## src/rtl/pwl_act_simd.sv

```systemverilog
// LANES-wide piecewise-linear sigmoid/tanh on Q5.11 data in a 3-stage pipeline with valid/ready backpressure.
// Define PWL_ROUND_EN to get round-half-up in the execute stage (the default build uses a floor shift).
module pwl_act_simd #(
    parameter int LANES  = 2,
    parameter int DATA_W = 16,
    parameter int FRAC_W = 11
) (
    input  logic                      clk,
    input  logic                      rst,
    input  logic [LANES*DATA_W-1:0]   x_in,
    input  logic                      mode_in,
    input  logic                      in_valid,
    output logic                      in_ready,
    output logic [LANES*DATA_W-1:0]   y_out,
    output logic [LANES-1:0]          sat_out,
    output logic                      out_valid,
    input  logic                      out_ready
);

    localparam logic signed [DATA_W-1:0] SAT_HI = DATA_W'(12288);
    localparam logic signed [DATA_W-1:0] SAT_LO = DATA_W'(-12288);
    localparam logic signed [DATA_W-1:0] SEG_HI = DATA_W'(4096);
    localparam logic signed [DATA_W-1:0] SEG_LO = DATA_W'(-4096);

    logic advance;

    logic                     s1_valid, s1_mode;
    logic signed [DATA_W-1:0] s1_xs [LANES];
    logic signed [DATA_W-1:0] s1_m  [LANES];
    logic signed [DATA_W-1:0] s1_c  [LANES];
    logic [LANES-1:0]         s1_lo, s1_hi;

    logic                     s2_valid, s2_mode;
    logic signed [DATA_W-1:0] s2_s  [LANES];
    logic [LANES-1:0]         s2_lo, s2_hi;

    logic signed [DATA_W-1:0] xs_n  [LANES];
    logic signed [DATA_W-1:0] m_n   [LANES];
    logic signed [DATA_W-1:0] c_n   [LANES];
    logic [LANES-1:0]         lo_n, hi_n;
    logic signed [DATA_W-1:0] s_n   [LANES];
    logic [LANES*DATA_W-1:0]  y_n;
    logic [LANES-1:0]         sat_n;

    assign advance  = !out_valid | out_ready;
    assign in_ready = advance & !rst;

    // Stage 1: optional x2 prescale for tanh, then segment decode.
    always_comb begin
        logic signed [DATA_W-1:0] xv;
        logic signed [DATA_W-1:0] xsv;
        xs_n = '{default: '0};
        m_n  = '{default: '0};
        c_n  = '{default: '0};
        lo_n = '0;
        hi_n = '0;
        xv   = '0;
        xsv  = '0;
        for (int i = 0; i < LANES; i++) begin
            xv = x_in[i*DATA_W +: DATA_W];
            if (!mode_in) begin
                xsv = xv;
            end else if (xv[DATA_W-1] != xv[DATA_W-2]) begin
                xsv = xv[DATA_W-1] ? {1'b1, {(DATA_W-1){1'b0}}} : {1'b0, {(DATA_W-1){1'b1}}};
            end else begin
                xsv = {xv[DATA_W-2:0], 1'b0};
            end
            lo_n[i] = xsv < SAT_LO;
            hi_n[i] = xsv > SAT_HI;
            if (xsv < SEG_LO) begin
                m_n[i] = DATA_W'(60);
                c_n[i] = DATA_W'(364);
            end else if (xsv < SEG_HI) begin
                m_n[i] = DATA_W'(390);
                c_n[i] = DATA_W'(1024);
            end else begin
                m_n[i] = DATA_W'(60);
                c_n[i] = DATA_W'(1684);
            end
            xs_n[i] = xsv;
        end
    end

    // Stage 2: slope multiply, Q-shift back to Q5.11, add intercept.
    always_comb begin
        logic signed [31:0] p;
        logic signed [31:0] q;
        s_n = '{default: '0};
        p   = '0;
        q   = '0;
        for (int i = 0; i < LANES; i++) begin
            p = 32'(s1_xs[i]) * 32'(s1_m[i]);
`ifdef PWL_ROUND_EN
            q = ((p + (32'sd1 <<< (FRAC_W-1))) >>> FRAC_W) + 32'(s1_c[i]);
`else
            q = (p >>> FRAC_W) + 32'(s1_c[i]);
`endif
            s_n[i] = q[DATA_W-1:0];
        end
    end

    // Stage 3: saturation substitution and tanh remap 2*sig - 1.0.
    always_comb begin
        logic signed [DATA_W-1:0] sig;
        logic signed [DATA_W-1:0] t;
        y_n   = '0;
        sat_n = s2_lo | s2_hi;
        sig   = '0;
        t     = '0;
        for (int i = 0; i < LANES; i++) begin
            sig = s2_lo[i] ? DATA_W'(5) : (s2_hi[i] ? DATA_W'(2043) : s2_s[i]);
            t   = (sig <<< 1) - DATA_W'(2048);
            y_n[i*DATA_W +: DATA_W] = s2_mode ? t : sig;
        end
    end

    always_ff @(posedge clk) begin
        if (rst) begin
            s1_valid  <= 1'b0;
            s1_mode   <= 1'b0;
            s1_xs     <= '{default: '0};
            s1_m      <= '{default: '0};
            s1_c      <= '{default: '0};
            s1_lo     <= '0;
            s1_hi     <= '0;
            s2_valid  <= 1'b0;
            s2_mode   <= 1'b0;
            s2_s      <= '{default: '0};
            s2_lo     <= '0;
            s2_hi     <= '0;
            out_valid <= 1'b0;
            y_out     <= '0;
            sat_out   <= '0;
        end else if (advance) begin
            s1_valid  <= in_valid;
            s1_mode   <= mode_in;
            s1_xs     <= xs_n;
            s1_m      <= m_n;
            s1_c      <= c_n;
            s1_lo     <= lo_n;
            s1_hi     <= hi_n;
            s2_valid  <= s1_valid;
            s2_mode   <= s1_mode;
            s2_s      <= s_n;
            s2_lo     <= s1_lo;
            s2_hi     <= s1_hi;
            out_valid <= s2_valid;
            y_out     <= y_n;
            sat_out   <= sat_n;
        end
    end

endmodule
```

## config.mk

```make
export PLATFORM = sky130hd
export DESIGN_NAME = pwl_act_simd
export DESIGN_NICKNAME = d
export VERILOG_FILES = /design/src/rtl/pwl_act_simd.sv
export SDC_FILE = /design/constraint.sdc
export NUM_CORES = 1
export LEC_CHECK = 0
export ABC_CLOCK_PERIOD_IN_PS = 11500
export CAP_MARGIN = 20
export CELL_PAD_IN_SITES_DETAIL_PLACEMENT = 0
export CELL_PAD_IN_SITES_GLOBAL_PLACEMENT = 2
export CORE_MARGIN = 4
export CORE_UTILIZATION = 42
export DETAILED_ROUTE_END_ITERATION = 10
export PLACE_DENSITY = 0.89
export SYNTH_ARGS = -nofsm -noshare
export SYNTH_HDL_FRONTEND = slang
export SYNTH_SLANG_ARGS = --single-unit
```

## constraint.sdc

```tcl
create_clock -name clk -period 11.5 [get_ports clk]
set_input_delay 2.3 -clock clk [delete_from_list [all_inputs] [get_ports clk]]
set_output_delay 2.3 -clock clk [all_outputs]
set_load 0.02 [all_outputs]
```

== Word level (Yosys, flattened, before mapping) ==
Index checks and enable logic that the tools add are counted.
W data, S select, Z words.

* $add $sub $neg: 4
* $mul: 2
* Magnitude comparators: 8
* Eq/ne operators: 2
* Muxes and demuxes: 20
* Bitwise gates (word level): 3
* Reductions and logical operators: 2

{| class="wikitable"
|+ Operator list
! operator !! count
|-
| $mux W16 || 13
|-
| $gt A16 B15 Y1 const B || 2
|-
| $lt A16 B13 Y1 const B || 2
|-
| $lt A16 B14 Y1 const B || 2
|-
| $lt A16 B15 Y1 const B || 2
|-
| $sub A16 B13 Y16 const B || 2
|-
| $mul A16 B16 Y27 || 1
|-
| $mux W9 || 3
|-
| $mul A16 B10 Y26 || 1
|-
| $mux W11 || 2
|-
| $mux W10 || 2
|-
| $add A15 B12 Y16 || 1
|-
| $add A16 B12 Y16 || 1
|-
| $logic_not A1 Y1 || 2
|-
| $ne A1 B1 Y1 || 2
|-
| $or A2 B2 Y2 || 1
|-
| $and A1 B1 Y1 || 1
|-
| $or A1 B1 Y1 || 1
|}

* Flip-flop bits (word level): 158
* Input bits: 37
* Output and inout bits: 36
* Logic and storage cells: 60

== Longest topological paths before layout ==
* Depth after elaboration: 6
* Mapped depth: 32
* Depth with buffers taken out: 31

== Worst setup path after synthesis ==
No wires, ideal clock.

* Path kind: register to register
* Start point: register s1_m[18] (netlist bit)
* End point: register s2_s[31] (netlist bit)
* Library setup time: 0.058 ns
* Arrival: 7.216 ns
* Data required time: 11.442 ns
* Slack: 4.226 ns
* Cell stages (with the launch flop): 28
* Path buffers: 2
* Period minus slack after synthesis: 7.274 ns
* Cells stage by stage: dfxtp_1 > clkbuf_1 > clkbuf_1 > nand2_1 > fa_1 > fa_1 > inv_1 > fa_1 > ha_1 > fa_1 > fa_1 > ha_1 > and3_1 > a31o_2 > and2_1 > o21a_1 > nor2_1 > xnor2_1 > ha_1 > a21o_1 > a21oi_1 > a21oi_1 > nor4_1 > o31ai_1 > and4_1 > a32o_1 > a2111oi_0 > a211o_1

* Cells in the longest elaborated chain, start to end: 2

{| class="wikitable"
|+ Ends and longest elaborated chain
! what !! RTL line !! RTL
|-
| start, declared || 29 || <nowiki>logic signed [DATA_W-1:0] s1_m [LANES];</nowiki>
|-
| start signal, assigned || 138 || <nowiki>s1_m <= m_n;</nowiki>
|-
| $mul A16 B16 Y27 || 92 || <nowiki>p = 32'(s1_xs[i]) * 32'(s1_m[i]);</nowiki>
|-
| $add A16 B12 Y16 || 96 || <nowiki>q = (p >>> FRAC_W) + 32'(s1_c[i]);</nowiki>
|-
| end signal, assigned || 144 || <nowiki>s2_s <= s_n;</nowiki>
|-
| end, declared || 34 || <nowiki>logic signed [DATA_W-1:0] s2_s [LANES];</nowiki>
|}

No other way between the ends.
A chain may end at the register's enable or synchronous reset.

== Final worst setup path ==
* Start point: register s1_m[23] (netlist bit)
* End point: register s2_s[31] (netlist bit)

Same word-level chain as after synthesis.

==> flow_summary_export.csv <==
group,metric,value,unit
routing,wl_per_cell,15.5,um
cts,cts.path.max_buffers,2,
power,leakage,8.28,nW
synth,yosys.cell_types.count,71,
global_route,overflow,0,
synth,syn_avg_cell_area,8.44,um^2
power,vdd_drop_max,0.123,mV
synth,synth_top_family_by_area,"adder cells",
worst_setup_path,path_buf_inv,4,
synth,yosysSeqAreaShare,16.8,%
sta,fin_crit,7.97,ns
sta,maxSlewViolCount,0,
sta,setup_tns,0,ns
synth,yosysWarningCount,0,
cts,insertion_delay,0.43,ns
worst_setup_path,crit_path_top_delay_cell,"dfxtp_1",
cts,cts.sinks,122,
layout,drive_above_1_share,3.47,%
cts,post_cts_buffers,0,
place,dp_hpwl,27200,um
sta,finalHoldViolCount,0,
worst_setup_path,cp.depth,29,
layout,n_fill_cell,3310,
layout,nets,2160,
status,status,"complete, no violations",
worst_setup_path,r2r_start,"s1_m[23]",
sta,final.period_utilization,69.3,%
synth,synth_edf_count,0,
sta,finalSetupViolCount,0,
worst_setup_path,r2r.worst_path.cells,29,
cts,cts_tree,"built",
cts,cts_buffers,17,
floorplan,core,33900,um^2
sta,finClkSkew,0.00801,ns
cts,clockRootBuffer,"clkbuf_16",
worst_setup_path,worstPathArrival,8.35,ns
routing,drc_errors,0,
synth,synth_compound_gate_area_share,13.9,%
synth,synth-adder-area-share,40.9,%
routing,via_per_inst,5.11,
hold_path,hold_start,"s2_valid",
synth,synth-seq-cells,122,
routing,postRouteAntennaNets,0,
global_route,busiest_layer,"met1",
power,cellPowerDensity,127,nW/um^2
global_route,grt_max_degree,84,
synth,synth_nets,2141,
synth,yosysMostFrequentCell,"inv_1",
run,max_cap_violations,0,
worst_setup_path,crit_type,"flip-flop to flip-flop",
synth,yosys.area_share.xor_xnor,3.47,%
global_route,grtUsageMet3,3.48,%
cts,cts-resized-gates,0,
cts,h-tree-depth,4,
synth,synth_area,14600,um^2
cts,cts-hold-fix-buffers,0,
worst_setup_path,critPathMaxFanout,19,
place,placed_cell_area,15600,um^2
synth,synthSimpleGateAreaFrac,15.2,%
place,place_inst,2173,
global_route,grt_pass1_vias,11609,
worst_setup_path,cp.required,11.87,ns
hold_path,hold_depth,2,
place,portBuffers,72,
global_route,grtUsageMet2,27.7,%
floorplan,rows,67,
layout,stdcell_count,2205,
layout,stdcell_area,16200,um^2
global_route,grt_use_met1,29.5,%
worst_setup_path,path_common_cell,"fa_1",
worst_setup_path,cpPeakStageDelay,0.71,ns
routing,drtIter0Drc,608,
synth,yosysTopAreaCell,"fa_1",
worst_setup_path,crit_start,"s1_m[23]",
layout,utilization,47.8,%
global_route,grt.total_usage,18.9,%
synth,synthTopCellsByCount,"254 x inv_1, 218 x ha_1, 201 x nand2_1",
floorplan,die_y,194,um
global_route,antenna_found_initial,0,
layout,antenna_cells,0,
routing,drt-pass1-iter-count,5,
synth,async_flop_share,0,%
sta,fmax,125,MHz
worst_setup_path,end_kind,"flip-flop",
layout,syn_to_final_growth,11.3,%
synth,yosys-mux-area-fraction,1.13,%
synth,synth_top_area_share,22.1,%
floorplan,dieArea,37700,um^2
cts,clk_pin_slew,0.06,ns
place,gp_congestion,0.837,
sta,rsz0062_at_grt,"false",
synth,synth_flop_cell,"dfxtp_1",
routing,via_count,11262,
sta,tightest_slew,1.05,ns
floorplan,io_pins,73,
synth,synth_area_leaders,"fa_1 22%, ha_1 19%, dfxtp_1 17%, inv_1 6.6%, a21oi_1 6.2%",
floorplan,start_util,43.0,%
sta,max_slew_margin,29.8,%
synth,syn_inst,1725,
hold_path,hold_path.class,"flip-flop to flip-flop",
worst_setup_path,cp_top_family,"adder cells",
worst_setup_path,cp-start-kind,"flip-flop",
routing,wirelength,34200,um
floorplan,die_width,194,um
global_route,grt_first_pass_wirelength,59900,um
cells by family (layout without fill, tap and decap cells):
| group | Yosys count | after routing |
|---|---|---|
| adder cells (fa/ha/maj) | 379 | 379 |
| AO/OA/AOI/OAI | 334 | 334 |
| XOR/XNOR | 56 | 56 |
| buffers and inverters | 333 | 365 |
| flip-flops | 122 | 122 |
| AND/OR/NAND/NOR | 485 | 485 |
| multiplexers | 16 | 16 |
placed cells by master, fill, tap and decap left out, types with 8 or more instances in the layout:
master,n
a211oi_1,31
a21o_1,19
a21oi_1,181
a31oi_1,8
and2_1,61
clkbuf_16,17
clkdlybuf4s50_1,70
dfxtp_1,121
fa_1,161
ha_1,218
inv_1,254
mux2i_1,13
nand2_1,201
nand3_1,10
nor2_1,126
nor2b_1,19
nor3_1,26
o211ai_1,10
o21a_1,10
o21ai_0,37
xnor2_1,39
xor2_1,16
where the power goes:
part           switching [mW]  internal [mW]  total [mW]
Sequential             0.0748          0.498       0.572
Clock                   0.211          0.338       0.549
Combinational           0.516          0.416       0.932
Total                   0.802           1.25        2.05
metal layers:
metal	up-vias	wire [um]
met4	0	334
met5	-	0
met2	186	14100
met3	27	1330
li1	5689	-
met1	5360	18400
final cells by class:
type | instances | area, um^2 | share of cell area (%)
inverter | 255 | 957 | 5.91
timing repair buffer | 78 | 758 | 4.68
sequential | 122 | 2440 | 15.1
multi-input combinational | 1270 | 10900 | 67.1
tap | 448 | 561 | 3.46
clock inverter | 12 | 135 | 0.834
clock buffer | 20 | 467 | 2.88
worst paths after layout:
path	to	slack, ns
hold / removal	s2_valid	0.46
hold reg to reg	s2_valid	0.46
setup reg to reg	s2_s[31]	3.53
setup / recovery	s2_s[31]	3.53
sequential cells by signal, summed over array words and instances, names as in the netlist:
register   cells
s1_xs         32
s2_s          32
y_out         32
s1_c           6
s1_m           5
s1_hi          2
s1_lo          2
s2_hi          2
s2_lo          2
sat_out        2
out_valid      1
s1_mode        1
s1_valid       1
s2_mode        1
s2_valid       1
worst register-to-register path, delay by kind of cell, from the launching register on:
family / cells / cell delay, ns
AND/OR/NAND/NOR: 5 / 1.28
buffers and inverters: 4 / 0.25
flip-flops: 1 / 0.71
AO/OA/AOI/OAI: 11 / 2.14
XOR/XNOR: 1 / 0.19
adder cells (fa/ha/maj): 8 / 3.35
per-stage QoR:
step                hold slack [ns]  setup slack [ns]  total power, mW
finish                        0.455              3.53             2.05
CTS                           0.453              3.59             2.08
global placement              0.441              3.79             1.51
detailed placement            0.445              3.63             1.51
floorplan                     0.427              4.23             1.26
global route                  0.479              2.89             2.24
No activity file was read; power rests on OpenSTA's default activity.
